[src/rtl/piso_shift_tx.sv]
// MSB-first parallel-to-serial transmitter with valid/ready load and a done pulse.
// Define PISO_PARITY_EN to append one even-parity bit after the data bits.
module piso_shift_tx #(
  parameter int unsigned WIDTH = 6
) (
  input  logic             clk,
  input  logic             clear_n,
  input  logic [WIDTH-1:0] in_data,
  input  logic             in_valid,
  output logic             in_ready,
  output logic             sout,
  output logic             sout_valid,
  output logic             done
);

  localparam int unsigned     CW   = $clog2(WIDTH);
  localparam logic [CW-1:0]   LAST = CW'(WIDTH - 1);

  typedef enum logic [1:0] {
    IDLE  = 2'd0,
    SHIFT = 2'd1
`ifdef PISO_PARITY_EN
    , PARITY = 2'd2
`endif
  } state_t;

  state_t           state_q, state_d;
  logic [WIDTH-1:0] shreg_q, shreg_d;
  logic [CW-1:0]    cnt_q, cnt_d;
  logic             done_q, done_d;
`ifdef PISO_PARITY_EN
  logic             par_q, par_d;
`endif

  always_comb begin
    state_d = state_q;
    shreg_d = shreg_q;
    cnt_d   = cnt_q;
    done_d  = 1'b0;
`ifdef PISO_PARITY_EN
    par_d   = par_q;
`endif
    case (state_q)
      IDLE: begin
        if (in_valid) begin
          state_d = SHIFT;
          shreg_d = in_data;
          cnt_d   = '0;
`ifdef PISO_PARITY_EN
          par_d   = ^in_data;
`endif
        end
      end
      SHIFT: begin
        shreg_d = {shreg_q[WIDTH-2:0], 1'b0};
        // Counter holds at its last value so it never wraps past WIDTH-1.
        if (cnt_q == LAST) begin
`ifdef PISO_PARITY_EN
          state_d = PARITY;
`else
          state_d = IDLE;
          done_d  = 1'b1;
`endif
        end else begin
          cnt_d = cnt_q + CW'(1);
        end
      end
`ifdef PISO_PARITY_EN
      PARITY: begin
        state_d = IDLE;
        done_d  = 1'b1;
      end
`endif
      default: state_d = IDLE;
    endcase
  end

  always_ff @(posedge clk) begin
    if (!clear_n) begin
      state_q <= IDLE;
      shreg_q <= '0;
      cnt_q   <= '0;
      done_q  <= 1'b0;
`ifdef PISO_PARITY_EN
      par_q   <= 1'b0;
`endif
    end else begin
      state_q <= state_d;
      shreg_q <= shreg_d;
      cnt_q   <= cnt_d;
      done_q  <= done_d;
`ifdef PISO_PARITY_EN
      par_q   <= par_d;
`endif
    end
  end

  always_comb begin
    in_ready   = (state_q == IDLE);
    sout_valid = (state_q != IDLE);
    sout       = 1'b0;
    case (state_q)
      SHIFT:   sout = shreg_q[WIDTH-1];
`ifdef PISO_PARITY_EN
      PARITY:  sout = par_q;
`endif
      default: sout = 1'b0;
    endcase
  end

  assign done = done_q;

endmodule
[config.mk]
export PLATFORM = sky130hd
export DESIGN_NAME = piso_shift_tx
export DESIGN_NICKNAME = d
export VERILOG_FILES = /design/src/rtl/piso_shift_tx.sv
export SDC_FILE = /design/constraint.sdc
export NUM_CORES = 1
export LEC_CHECK = 0
export BUFFER_PORTS_ARGS = -buffer_cell sky130_fd_sc_hd__buf_2
export CAP_MARGIN = 20
export CORE_UTILIZATION = 39
export DETAILED_ROUTE_END_ITERATION = 16
export HOLD_SLACK_MARGIN = 0.05
export PLACE_DENSITY = 0.65
export SYNTH_ARGS = -nofsm -noshare
export SYNTH_HDL_FRONTEND = slang
export SYNTH_SLANG_ARGS = --single-unit
export TNS_END_PERCENT = 50
[constraint.sdc]
create_clock -name clk -period 1.4 [get_ports clk]
set_input_delay 0.21 -clock clk [delete_from_list [all_inputs] [get_ports clk]]
set_output_delay 0.21 -clock clk [all_outputs]
set_load 0.01 [all_outputs]
==> flow_metrics.py <==
metrics = {
    "global_route": {
        "grt_start_max_net_pins": 16,
        "first_global_vias": 445,
        "global_route.overflow_total": 0,
        "number_of_antenna_violations_at_the_first_check_in_global_routing": 0,
        "track_usage_pct": 17.9,
        "grt_first_pass_wirelength_um": 1770,
    },
    "clocking": {
        "cts_root_buf": "sky130_fd_sc_hd__clkbuf_4",
        "cts_hold_buf": 0,
        "cts_resized": 0,
        "cts_buffers": 3,
        "cts.path.max_buffers": 2,
        "worst_setup_hold_path_clk_slew_ns": 0.07,
        "cts-htree-levels": 1,
        "post_cts_buffers": 0,
        "insertion_delay_ns": 0.26,
        "cts_tree": "yes",
        "tritoncts_num_sinks": 11,
    },
    "floorplanning": {
        "core-area_mm2": 0.00116,
        "boundaryPins": 13,
        "initial_util_pct": 43.9,
        "rows": 12,
        "die_h_um": 38.1,
        "dieWidth_um": 38.1,
        "die-area_mm2": 0.00145,
    },
    "placement": {
        "dp.cells": 84,
        "routabilityCongestion": 0.821,
        "post-dp-hpwl_um": 700,
        "port_buffers": 12,
        "place_area_um2": 592,
    },
    "yosys": {
        "postSynthNetCount": 69,
        "synth.ff_latch_count": 11,
        "yosysSeqAreaShare_pct": 43.3,
        "netlist_area_um2": 508,
        "synth_cells": 58,
        "synth.yosys.warnings": 0,
        "library_cells_used_by_synthesis": 22,
        "syn_avg_cell_area_um2": 8.76,
    },
    "routing": {
        "wl_per_cell_um": 11.3,
        "route.antenna.remaining_nets": 0,
        "detail_routed_via_count_per_cell": 5.19,
        "met1_length_um": 480,
        "first_pass_iters": 4,
        "totalWireLength_um": 990,
        "violation_count_after_the_first_detailed_routing_iteration": 14,
        "drc": 0,
        "route.met2.wl_um": 476,
        "met3_wirelength_um": 33,
        "vias": 457,
        "maxUsedRoutingLayer": "met3",
    },
    "finish": {
        "antennaDiodeCount": 0,
        "final_area_um2": 624,
        "drive_above_1_share_pct": 35.1,
        "layout.nets": 86,
        "nFillCells": 118,
        "fin_cells": 88,
        "area_delta_synth_final_pct": 22.9,
        "final_core_utilization_pct": 54.0,
    },
    "worst_setup_path": {
        "worst_setup_path_end_kind": "flip-flop",
        "cp-start-kind": "flip-flop",
        "critPathKind": "flip-flop to flip-flop",
        "worst-path-max-fanout": 5,
        "timing.critical_path.required_ns": 1.59,
        "worstPathArrival_ns": 1.47,
    },
    "timing": {
        "timing.final.crit_share_pct": 91.5,
        "max_freq_ghz": 0.781,
        "final_max_slew_viol_count": 0,
        "setup-violations-final": 0,
        "rsz0062_at_grt": "no",
        "post-route-min-period_ns": 1.28,
        "relSlewSlack_pct": 81.1,
        "tightestPinTransition_ns": 0.283,
        "hold_viol_final": 0,
        "timing.clock.skew_ns": 0.00452,
        "setup_tns_final_ns": 0,
    },
    "status": {
        "run_status": "completed",
    },
    "pwr": {
        "power.density_mw_per_mm2": 1010,
        "total_power_uw": 633,
        "leakagePower_uw": 0.000286,
        "worst_ir_drop_vdd_mv": 0.618,
    },
    "worst_hold_path": {
        "hold_crit_path_type": "input port to flip-flop",
    },
    "run": {
        "max_cap_viol_count": 0,
    },
}
==> cells by family after synthesis <==
kind of cell             Yosys count  share of synthesized area, %
buffers and inverters              6                          4.68
AO/OA/AOI/OAI                     10                          11.3
multiplexers                       6                          13.1
flip-flops                        11                          43.3
adder cells (fa/ha/maj)            2                          4.93
AND/OR/NAND/NOR                   23                          22.7
==> final cells by class <==
class | count | area (µm²) | area share [%]
Clock buffer | 4 | 26.3 | 4.21
Inverter | 4 | 15.0 | 2.40
Multi-Input combinational cell | 41 | 269 | 43.1
Sequential cell | 11 | 221 | 35.5
Tap cell | 14 | 17.5 | 2.81
Timing Repair Buffer | 14 | 75.1 | 12.0
==> state kept, by name, summed over array words and instances, names as in the netlist <==
| signal | count |
|---|---|
| done | 1 |
| cnt_q | 3 |
| shreg_q | 6 |
| state_q | 1 |
==> cells in the mapped netlist <==
cell type / count / area [µm²]
sky130_fd_sc_hd__and4b_1: 1 / 10.0
sky130_fd_sc_hd__nor3_1: 3 / 15.0
sky130_fd_sc_hd__a31oi_1: 1 / 6.26
sky130_fd_sc_hd__and4_1: 1 / 8.76
sky130_fd_sc_hd__or3_1: 1 / 6.26
sky130_fd_sc_hd__mux2i_1: 1 / 10.0
sky130_fd_sc_hd__and3_1: 2 / 12.5
sky130_fd_sc_hd__and2_1: 2 / 12.5
sky130_fd_sc_hd__inv_1: 3 / 11.3
sky130_fd_sc_hd__inv_2: 1 / 3.75
sky130_fd_sc_hd__mux2_2: 5 / 56.3
sky130_fd_sc_hd__ha_1: 2 / 25.0
sky130_fd_sc_hd__nor2_1: 1 / 3.75
sky130_fd_sc_hd__o21ai_0: 1 / 5.00
sky130_fd_sc_hd__a211oi_1: 1 / 7.51
sky130_fd_sc_hd__o31a_1: 1 / 8.76
sky130_fd_sc_hd__clkbuf_1: 1 / 3.75
sky130_fd_sc_hd__buf_2: 1 / 5.00
sky130_fd_sc_hd__a21oi_1: 6 / 30.0
sky130_fd_sc_hd__nand2_1: 11 / 41.3
sky130_fd_sc_hd__dfxtp_1: 11 / 220
sky130_fd_sc_hd__nand3_1: 1 / 5.00
==> worst max-delay path, stage by stage, from the launching register on <==
cell                      delay (ns)
sky130_fd_sc_hd__dfxtp_2        0.35
sky130_fd_sc_hd__inv_1          0.05
sky130_fd_sc_hd__ha_2           0.17
sky130_fd_sc_hd__and2_4         0.17
sky130_fd_sc_hd__or3_1          0.31
sky130_fd_sc_hd__a31oi_1        0.16
==> report_power, final <==
part / leakage [µW] / internal, µW / total [µW] / switching [µW]
Sequential: 0.0000906 / 328 / 336 / 7.84
Combinational: 0.000180 / 43.3 / 88.0 / 44.7
Clock: 0.0000150 / 110 / 208 / 98.4
==> metal layers <==
layer / GRT usage [%] / up-vias
met5: 0 / -
met4: 8.04 / 0
met3: 6.98 / 0
met2: 27.5 / 9
met1: 21.9 / 211
li1: - / 237
==> placed cells by master, fill, tap and decap left out, drive strengths merged, types with 2 or more instances in the layout <==
cell,netlist,final
nor3,3,3
inv,4,4
ha,2,2
buf,1,14
and2,2,2
mux2,5,5
clkbuf,1,4
dfxtp,11,11
and3,2,2
a21oi,6,6
nand2,11,11
==> stage by stage <==
stage	setup slack, ns	hold WS [ns]
after floorplan	0.142	0.338
after global placement	0.0941	0.451
after detailed placement	0.0840	0.456
after CTS	0.0385	0.203
after global routing	0.0249	0.204
final	0.120	0.212
==> worst paths after layout <==
| check | from | endpoint | slack [ns] | cells after the start |
|---|---|---|---|---|
| max | cnt_q[1]$_SDFFE_PN0P_ | cnt_q[1]$_SDFFE_PN0P_ | 0.12 | 5 |
| min | clear_n | cnt_q[0]$_SDFFE_PN0P_ | 0.21 | 2 |
| max reg2reg | cnt_q[1]$_SDFFE_PN0P_ | cnt_q[1]$_SDFFE_PN0P_ | 0.12 | 5 |
| min reg2reg | shreg_q[2]$_SDFFE_PN0P_ | shreg_q[3]$_SDFFE_PN0P_ | 0.46 | 2 |
No activity file was read; power rests on OpenSTA's default activity.
